--- src/rtl/crossover_engine.sv ---
`default_nettype none
// ============================================================================
// Module   : crossover_engine
// Brief    : Byte-segment single-point crossover with LFSR-chosen cut point.
//            Optional mutation enabled by defining CROSSOVER_MUTATION_EN.
// Revision : 1.0  initial release
// ============================================================================
module crossover_engine #(
  parameter int          GENE_WIDTH = 32,
  parameter int          SEG_W      = 8,
  parameter logic [15:0] SEED       = 16'hACE1
) (
  input  logic                  clk,
  input  logic                  rst,
  input  logic [GENE_WIDTH-1:0] parent_gene0,
  input  logic [GENE_WIDTH-1:0] parent_gene1,
  output logic [GENE_WIDTH-1:0] crossover_gene
);

  localparam int          N_SEG  = GENE_WIDTH / SEG_W;
  localparam int          K      = $clog2(N_SEG);
  localparam logic [15:0] c_seed = (SEED == 16'h0000) ? 16'h0001 : SEED;

  logic [15:0]           r_lfsr;
  logic                  w_fb;
  logic [K-1:0]          w_cut;
  logic [GENE_WIDTH-1:0] w_child;
  logic [GENE_WIDTH-1:0] w_result;

  assign w_fb = r_lfsr[15] ^ r_lfsr[13] ^ r_lfsr[12] ^ r_lfsr[10];

  // A zero cut would copy parent1 whole; fold it onto the midpoint instead.
  assign w_cut = (r_lfsr[K-1:0] == '0) ? K'(N_SEG / 2) : r_lfsr[K-1:0];

  for (genvar i = 0; i < N_SEG; i++) begin : g_seg
    localparam logic [K:0] c_idx = (K+1)'(i);
    assign w_child[i*SEG_W +: SEG_W] = (c_idx < {1'b0, w_cut})
                                     ? parent_gene0[i*SEG_W +: SEG_W]
                                     : parent_gene1[i*SEG_W +: SEG_W];
  end

`ifdef CROSSOVER_MUTATION_EN
  logic [GENE_WIDTH-1:0] w_mut_mask;
  logic [31:0]           w_mut_idx;

  assign w_mut_idx  = 32'(r_lfsr[8:4]) % 32'(GENE_WIDTH);
  assign w_mut_mask = (r_lfsr[15:12] == 4'hF)
                    ? (GENE_WIDTH'(1) << w_mut_idx)
                    : '0;
  assign w_result   = w_child ^ w_mut_mask;
`else
  assign w_result   = w_child;
`endif

  always_ff @(posedge clk) begin
    if (!rst) begin
      r_lfsr         <= c_seed;
      crossover_gene <= '0;
    end else begin
      r_lfsr         <= {r_lfsr[14:0], w_fb};
      crossover_gene <= w_result;
    end
  end

endmodule
`default_nettype wire

--- config.mk ---
export PLATFORM = sky130hd
export DESIGN_NAME = crossover_engine
export DESIGN_NICKNAME = d
export VERILOG_FILES = /design/src/rtl/crossover_engine.sv
export SDC_FILE = /design/constraint.sdc
export NUM_CORES = 1
export LEC_CHECK = 0
export ABC_AREA = 1
export BUFFER_PORTS_ARGS = -buffer_cell sky130_fd_sc_hd__buf_2
export CORE_MARGIN = 3
export CORE_UTILIZATION = 35
export DETAILED_ROUTE_END_ITERATION = 6
export GPL_TIMING_DRIVEN = 1
export HOLD_SLACK_MARGIN = 0.03
export PLACE_DENSITY_LB_ADDON = 0.3
export SLEW_MARGIN = 20
export SYNTH_ARGS = -nofsm -noshare
export SYNTH_HDL_FRONTEND = slang
export SYNTH_SLANG_ARGS = --single-unit
export TNS_END_PERCENT = 5
--- constraint.sdc ---
create_clock -name clk -period 2.55 [get_ports clk]
set_input_delay 0.1275 -clock clk [delete_from_list [all_inputs] [get_ports clk]]
set_output_delay 0.1275 -clock clk [all_outputs]
set_load 0.05 [all_outputs]
Word-level counts from Yosys, hierarchy flattened
Cells that the tools add are included.
{"block": "op_classes", "order_cmp": 3, "muxes": 4, "bitwise": 3, "reduce_logical": 1}
{"op": "$mux W8", "count": 3}
{"op": "$lt A1 B2 Y1 const A", "count": 2}
{"op": "$xor A1 B1 Y1", "count": 3}
{"op": "$logic_not A2 Y1", "count": 1}
{"op": "$lt A2 B2 Y1 const A", "count": 1}
{"op": "$mux W2", "count": 1}
{"block": "totals", "regBits": 48, "output_inout_bits": 32}

Longest topological paths before layout
Gate-level depths: netlist of run 1.
{"block": "depth", "depth_word": 4, "ltp_mapped": 5, "ltp_nobuf": 5}

Worst setup path after synthesis of run 1
OpenSTA, ideal clock, no wires.
{"block": "synth_path", "path_type": "reg2reg", "startpoint": "reg r_lfsr[1]", "endpoint": "reg crossover_gene[10]", "setup_time_ps": 116, "t_arrival_ps": 722, "setup_slack_ps": 1712, "path_stages_with_launch": 6, "path_buffers": 0, "cell_sequence": "dfxtp_1 -> inv_1 -> nand2_1 -> inv_2 -> nor2_1 -> nor2_1"}
{"block": "synth_via", "elab_chain_len": 4}
{"item": "start: declaration", "line": "24", "rtl": "logic [15:0] r_lfsr;"}
{"item": "start signal: assignment", "line": "57", "rtl": "r_lfsr <= c_seed;"}
{"item": "start signal: assignment", "line": "60", "rtl": "r_lfsr <= {r_lfsr[14:0], w_fb};"}
{"item": "$logic_not A2 Y1", "line": "33", "rtl": "assign w_cut = (r_lfsr[K-1:0] == '0) ? K'(N_SEG / 2) : r_lfsr[K-1:0];"}
{"item": "$mux W2 *", "line": "33"}
{"item": "$lt A1 B2 Y1 *", "line": "37", "rtl": "assign w_child[i*SEG_W +: SEG_W] = (c_idx < {1'b0, w_cut})"}
{"item": "$mux W8 *", "line": "38", "rtl": "? parent_gene0[i*SEG_W +: SEG_W]"}
{"item": "end signal: assignment", "line": "61", "rtl": "crossover_gene <= w_result;"}
{"item": "end: declaration", "line": "17", "rtl": "output logic [GENE_WIDTH-1:0] crossover_gene"}
Every way passes the cells marked *; elsewhere a longest branch is shown, timed or not.
A chain may end at the register's enable or synchronous reset.

Worst setup path after layout of run 1
{"block": "layout_path", "startpoint": "reg r_lfsr[1]", "endpoint": "reg crossover_gene[9]"}
Same word-level chain as after synthesis.

==> results of run 1 <==
synthesized netlist by cell type (all sizes together):
cell	n	area share, %
buf	5	2.0
dfxtp	48	64
inv	32	8.0
nand2	42	10
nand3	1	0.33
nor2	32	8.0
o21ai	16	5.3
or2	5	2.1
final cells by class:
cell class,instances,area (um2)
sequential,48,961
multi-input combinational,96,394
tap,50,62.6
fill,387,1850
clock buffer,7,96.3
inverter,32,120
timing repair buffer,98,573
clock inverter,1,30.0
routing by layer:
layer / wire [um] / GRT usage, % / share of wire (%) / vias up
met5: 0 / 0 / 0 / -
met4: 46 / 5.01 / 1.4 / 0
met3: 374 / 6.45 / 12 / 5
met2: 1430 / 22.8 / 44 / 60
met1: 1360 / 14.3 / 42 / 543
li1: - / - / - / 726
report_power, final:
group | internal, mW | switching, mW | leakage (nW)
Combinational | 0.0963 | 0.214 | 0.849
Clock | 0.346 | 0.238 | 0.0645
Sequential | 0.802 | 0.0146 | 0.401
critical path, stage by stage, from the launching register on:
cell	delay (ns)
dfxtp_1	0.35
inv_1	0.04
nand2_1	0.22
inv_2	0.14
nor2_1	0.11
nor2_1	0.06
metrics by stage:
step	utilization, %	total power [mW]	cell area, um2	std cells
2_1_floorplan	-	1.04	1510	181
3_3_place_gp	47.7	1.13	1950	308
3_5_place_dp	47.7	1.13	1950	308
4_1_cts	54.7	1.74	2240	332
5_1_grt	54.7	1.79	2240	332
6_report	54.7	1.71	2240	332
repair_timing:
action / in CTS / in global routing
endpoints found under the hold margin: 16 / 0
setup buffers: 0 / 0
hold buffers: 16 / 0
state kept, by name, indices dropped and copies added (netlist names):
| name | flops |
|---|---|
| r_lfsr | 16 |
| crossover_gene | 32 |
worst paths after layout:
check / from / to / slack [ns] / cells past startpoint
worst max register to register: r_lfsr[1]$_SDFF_PN0_ / crossover_gene[9]$_SDFF_PN0_ / 1.52 / 5
worst max-delay path: r_lfsr[1]$_SDFF_PN0_ / crossover_gene[9]$_SDFF_PN0_ / 1.52 / 5
worst min-delay path: parent_gene1[22] / crossover_gene[22]$_SDFF_PN0_ / 0.04 / 3
worst min register to register: r_lfsr[14]$_SDFF_PN0_ / r_lfsr[15]$_SDFF_PN1_ / 0.41 / 1
logic make-up after synthesis:
logic type	after synthesis
compound gates	16
buf+inv	37
flops	48
simple gates	80
==> impl_metrics.tcl, run 1 <==
set metrics [dict create \
    gp_congestion 0.723 \
    path_class "flop to flop" \
    start_util_pct 36.8 \
    vias 1334 \
    fin_tns_setup_ns 0 \
    root_buffer "clkbuf_8" \
    vias_per_cell 4.02 \
    power.density_nw_per_um2 765 \
    core_um2 4090 \
    firstDrtPassIters 4 \
    synth_mux_area_share_pct 0 \
    post_route_cells_drive_above_1_share_pct 34.4 \
    syn-instance-count 181 \
    ys_seq_area_share_pct 63.8 \
    wl_per_cell_um 9.68 \
    pin_count 98 \
    grt_usage_pct 13.4 \
    skew_ns 0.00407 \
    die-area_um2 5120 \
    numCtsBuffers 5 \
    cap_violations 0 \
    ys_seq_elements 48 \
    dp_hpwl_um 2190 \
    synth-xor-area-share_pct 0 \
    synth_top_family_by_area "simple AND/OR/NAND/NOR gates" \
    netlist_area_um2 1510 \
    required_ns 2.74 \
    cts_resized 0 \
    ant_nets 0 \
    grt_pass1_vias 1297 \
    drt_iter0_markers 83 \
    grt_pass1_wl_um 5350 \
    cts_buffer_depth 2 \
    endpoint_kind "flop" \
    numPortBuffers 81 \
    die_w_um 71.6 \
    htree_levels 2 \
    timing.final.hold_violations 0 \
    placement_rows 23 \
    synthAdderAreaFrac_pct 0 \
    fin_crit_ns 1.03 \
    synth_nets 247 \
    wirelength_um 3210 \
    min_path_type "input pin to flop" \
    synth_cell_types 10 \
    drc_errors 0 \
    overflow 0 \
    worstSetupStartpointType "flop" \
    rsz0062_at_grt "false" \
    synth_compound_area_share_pct 5.32 \
    synth_warnings 0 \
    fmax_mhz 973 \
    place_ws_ns 1.45 \
    antenna_found_initial 0 \
    power_leakage_nw 1.31 \
    diodes 0 \
    timing_worst_slew_pin_value_ns 0.413 \
    timing.final.ws_setup_ns 1.52 \
    clock-sinks 48 \
    maxSlewHeadroom_pct 72.5 \
    area_growth_pct 48.6 \
    finalCritPeriodShare_pct 40.3 \
    clk_latency_ns 0.30 \
    mostFrequentLayoutCells "buf_2, dfxtp_1, nand2_1" \
    worstPathArrival_ns 1.22 \
    clk_pin_slew_worst_paths_ns 0.08 \
    fin_nets 347 \
    cp_max_fo 9 \
    synth_simple_gate_area_share_pct 20.9 \
    die_h_um 71.6 \
    maxSlewViolCount 0 \
    grt_max_degree 25 \
    finalSetupViolations 0 \
    ir_drop_mv 0.537 \
    synth.avg_cell_area_um2 8.32 \
    tritoncts "done" \
    final_common_cell "buf_2" \
    hold_ws_ns 0.0439 \
    outcome "completed" \
]
No activity file was read; power rests on OpenSTA's default activity.
==> run 2, diff against run 1 <==
clock period = 0.9 ns   (was 2.55 ns; I/O delays follow)
==> run 2 against run 1 <==
Compared with the run above:
- sequential share of layout area shrank 6.8 points
- sequential cell count is the same
- worst hold slack gained 0.027 ns
- final cell count grew 11%
- sequential power grew to 2.9 times the previous value
- critical path depth shrank 4
- clock power grew 120%
- via count grew 15%
- critical endpoint is now crossover_gene[22]
- largest cell class is now non-clock buffers
- highest routed layer unchanged
==> impl_metrics.tcl, run 2 (same netlist as run 1, synthesis figures left out) <==
set metrics [dict create \
    grt_max_degree 15 \
    endpoint_kind "output pin" \
    fin_tns_setup_ns 0 \
    path_depth 1 \
    die_h_um 71.6 \
    grt_use_met1_pct 16.5 \
    ir_drop_mv 0.937 \
    cp-startpoint "crossover_gene[22]$_SDFF_PN0_" \
    diodes 0 \
    area_growth_pct 77.1 \
    place_ws_ns -0.154 \
    clk_pin_slew_worst_paths_ns 0.08 \
    pin_count 98 \
    grt_usage_pct 16.7 \
    finalSetupViolations 0 \
    fmax_mhz 1140 \
    path_class "flop to output pin" \
    timing_worst_slew_pin_value_ns 0.220 \
    skew_ns 0.00700 \
    fin_nets 382 \
    min_path_type "input pin to flop" \
    crit_family "flip-flops" \
    final_common_cell "buf_2" \
    power_leakage_nw 1.46 \
    core_um2 4090 \
    htree_levels 2 \
    timing.final.ws_setup_ns 0.0243 \
    die_w_um 71.6 \
    grt_pass1_vias 1594 \
    r2r_slack_ns 0.03 \
    cts_buffer_depth 2 \
    power.density_nw_per_um2 1770 \
    multi_input_comb_area_um2 409 \
    wl_per_cell_um 11.1 \
    maxSlewViolCount 0 \
    die-area_um2 5120 \
    placement_rows 23 \
    cp_max_fo 1 \
    vias 1538 \
    grt_busiest_layer "met2" \
    largest-register "crossover_gene" \
    vias_per_cell 4.19 \
    reg2regPathDepth 5 \
    biggestRegsByFlops "crossover_gene x32, r_lfsr x16" \
    worstPathCellList "clkbuf_4" \
    start_util_pct 36.8 \
    post_route_cells_drive_above_1_share_pct 33.1 \
    drt_iter0_markers 23 \
    overflow 0 \
    drc_errors 0 \
    maxSlewHeadroom_pct 85.3 \
    cap_violations 0 \
    rsz0062_at_grt "true" \
    outcome "completed" \
    finalCritPeriodShare_pct 97.3 \
    largest_reg_flops 32 \
    max_stage_delay_ns 0.31 \
    design_area_um2 2670 \
    fin_util_pct 65.2 \
    numCtsBuffers 5 \
    worstSetupStartpointType "flop" \
    antenna_found_initial 0 \
    p_total_mw 4.72 \
    root_buffer "clkbuf_8" \
    fillers 352 \
    required_ns 0.85 \
    numPortBuffers 81 \
    register_area_um2 965 \
    path_buf_inv 1 \
    dp_hpwl_um 2380 \
    use_met2_pct 29.9 \
    grt_pass1_wl_um 6590 \
    gp_congestion 0.750 \
    setup.worst_path.end "crossover_gene[22]" \
    placed_cell_area_um2 1970 \
    worstPathArrival_ns 0.83 \
    clk_latency_ns 0.30 \
    critPathSlowestCell "dfxtp_1" \
    fin_crit_ns 0.876 \
    timing.final.hold_violations 0 \
    firstDrtPassIters 4 \
    mostFrequentLayoutCells "buf_2, dlygate4sd3_1, dfxtp_1" \
    r2r_end "crossover_gene[8]$_SDFF_PN0_" \
    clock-sinks 48 \
    wirelength_um 4070 \
    tritoncts "done" \
    r2r_start "r_lfsr[1]$_SDFF_PN0_" \
    ant_nets 0 \
    grt_use_met3_pct 7.29 \
]
run 2: cell type report:
type | count | area share (%)
flip-flops and latches | 48 | 36.2
repair buffers | 133 | 38.1
well taps | 50 | 2.35
multi-input cells | 96 | 15.3
clock buffers | 8 | 3.38
inverters | 32 | 4.69
run 2: through the flow:
| step | instances | hold slack (ns) |
|---|---|---|
| 3_3_place_gp | 310 | 0.221 |
| 3_5_place_dp | 310 | 0.228 |
| 5_1_grt | 367 | 0.0748 |
| 6_report | 367 | 0.0711 |
| 4_1_cts | 365 | 0.0385 |
| 2_1_floorplan | 181 | 0.138 |
run 2: repair_timing:
action                                  CTS  global route
endpoints found under the setup margin   46            23
hold buffers                             47             1
resized for setup                        31            22
hold endpoints to repair                 32             1
buffers inserted                          0             1
run 2: worst min-delay path by stage:
stage,end,cells past startpoint,from,slack [ns]
finish,crossover_gene[28]$_SDFF_PN0_,3,rst,0.07
global route,crossover_gene[28]$_SDFF_PN0_,3,rst,0.07
CTS,crossover_gene[9]$_SDFF_PN0_,3,parent_gene1[9],0.04
detailed placement,crossover_gene[4]$_SDFF_PN0_,3,parent_gene0[4],0.23
global placement,crossover_gene[2]$_SDFF_PN0_,3,parent_gene0[2],0.22
floorplan,crossover_gene[0]$_SDFF_PN0_,2,parent_gene0[0],0.14
run 2: where the power goes:
part | leakage, nW | total (mW) | internal [mW] | switching, mW
Combinational | 1.02 | 1.11 | 0.455 | 0.655
Sequential | 0.401 | 2.33 | 2.28 | 0.0575
Clock | 0.0455 | 1.28 | 0.627 | 0.651
Total | 1.46 | 4.72 | 3.36 | 1.36
run 2: layer usage:
| layer | vias up | wire length (um) | share of wire, % |
|---|---|---|---|
| li1 | 796 | - | - |
| met1 | 663 | 1640 | 40 |
| met2 | 69 | 1980 | 49 |
| met3 | 10 | 349 | 8.6 |
| met4 | 0 | 92 | 2.3 |
| met5 | - | 0 | 0 |
==> run 3, diff against run 2 <==
CORE_ASPECT_RATIO = 2   (was default)
==> run 3 against run 2 <==
Compared with the run above:
- clock power about the same
- non-clock buffer count down 1
- worst hold slack improved by 0.037 ns
- die area up 0.92%
- largest cell class unchanged
==> impl_metrics.tcl, run 3 (same netlist as run 1, synthesis figures left out) <==
set metrics [dict create \
    finalSetupViolations 0 \
    die-area_um2 5170 \
    dp.cells 312 \
    multi_input_comb_area_um2 418 \
    power.density_nw_per_um2 1780 \
    htree_levels 2 \
    fin_crit_ns 0.887 \
    tritoncts "done" \
    cap_violations 0 \
    pin_count 98 \
    numPortBuffers 81 \
    grt_usage_pct 17.3 \
    diodes 0 \
    die_h_um 98.7 \
    fin_nets 382 \
    core_um2 4130 \
    area_growth_pct 76.8 \
    instances_no_fill 369 \
    wl_per_cell_um 11.9 \
    ir_drop_mv 1.07 \
    ant_nets 0 \
    clk_pin_slew_worst_paths_ns 0.08 \
    grt_max_degree 20 \
    fmax_mhz 1130 \
    overflow 0 \
    post_route_cells_drive_above_1_share_pct 32.8 \
    min_path_type "input pin to flop" \
    skew_ns 0.00600 \
    timing.final.ws_setup_ns 0.0131 \
    hold_depth 3 \
    crit_family "flip-flops" \
    timing_worst_slew_pin_value_ns 0.192 \
    worstPathArrival_ns 0.84 \
    endpoint_kind "output pin" \
    drc_errors 0 \
    timing.final.hold_violations 0 \
    clock-sinks 48 \
    grt_pass1_vias 1545 \
    dp_hpwl_um 2370 \
    cts_setup_buffers 0 \
    power_leakage_nw 1.46 \
    critPathSlowestCell "dfxtp_1" \
    vias_per_cell 4.24 \
    firstDrtPassIters 2 \
    clk_latency_ns 0.29 \
    drt_iter0_markers 17 \
    antenna_found_initial 0 \
    max_stage_delay_ns 0.34 \
    required_ns 0.85 \
    fillers 332 \
    largest_reg_flops 32 \
    biggestRegsByFlops "crossover_gene x32, r_lfsr x16" \
    wirelength_um 4380 \
    place_ws_ns -0.129 \
    cp_max_fo 1 \
    register_area_um2 968 \
    final_common_cell "buf_2" \
    path_buf_inv 1 \
    maxSlewHeadroom_pct 87.2 \
    mostFrequentLayoutCells "buf_2, dlygate4sd3_1, dfxtp_1" \
    maxSlewViolCount 0 \
    grt_pass1_wl_um 6690 \
    numCtsBuffers 5 \
    placement_rows 33 \
    die_w_um 52.4 \
    reg2regPathDepth 5 \
    fin_tns_setup_ns 0 \
    cts_buffer_depth 2 \
    path_class "flop to output pin" \
    gp_congestion 0.744 \
    rsz0062_at_grt "true" \
    finalCritPeriodShare_pct 98.5 \
    start_util_pct 36.5 \
    largest-register "crossover_gene" \
    outcome "completed" \
    root_buffer "clkbuf_8" \
    vias 1566 \
    worstSetupStartpointType "flop" \
    worstPathCellList "buf_4" \
    path_depth 1 \
]
## run 3: stage by stage
stage / instance area, um2 / util, % / hold slack [ns] / total power [mW]
final: 2660 / 64.5 / 0.108 / 4.73
after global routing: 2660 / 64.5 / 0.149 / 4.94
after CTS: 2620 / 63.4 / 0.108 / 4.70
after detailed placement: 1970 / 47.7 / 0.225 / 3.20
after global placement: 1970 / 47.7 / 0.220 / 3.19
after floorplan: 1510 / - / 0.138 / 2.95
## run 3: area by class of cell
cell class	count	area share [%]
clock buffer	8	3.39
multi-input combinational	97	15.7
timing repair buffer	132	37.3
tap	52	2.44
sequential	48	36.4
inverter	32	4.80
## run 3: metal layers
| layer | routed length [um] | vias up | track usage [%] |
|---|---|---|---|
| met4 | 203 | 0 | 13.2 |
| met2 | 2460 | 58 | 31.1 |
| li1 | - | 795 | - |
| met3 | 213 | 15 | 3.18 |
| met5 | 0 | - | 0 |
| met1 | 1510 | 698 | 16.1 |
## run 3: path summary, 6_finish.rpt
check	start	slack (ns)	end
worst max-delay path	crossover_gene[0]$_SDFF_PN0_	0.01	crossover_gene[0]
worst min-delay path	rst	0.11	r_lfsr[15]$_SDFF_PN1_
worst max register to register	r_lfsr[1]$_SDFF_PN0_	0.02	crossover_gene[13]$_SDFF_PN0_
worst min register to register	r_lfsr[14]$_SDFF_PN0_	0.42	r_lfsr[15]$_SDFF_PN1_
## run 3: report_power, final
group	internal (mW)	switching, mW	leakage [nW]
clock	0.627	0.650	0.0455
combinational	0.448	0.670	1.02
sequential	2.28	0.0626	0.401
total	3.35	1.38	1.46
## run 3: repair_timing
item                                    4_1_cts  5_1_grt
gates resized for setup                      31       23
endpoints found under the setup margin       46       19
hold buffers                                 48        0
gates cloned                                  0        1
pin swaps                                     0        1
hold endpoints to repair                     32        0
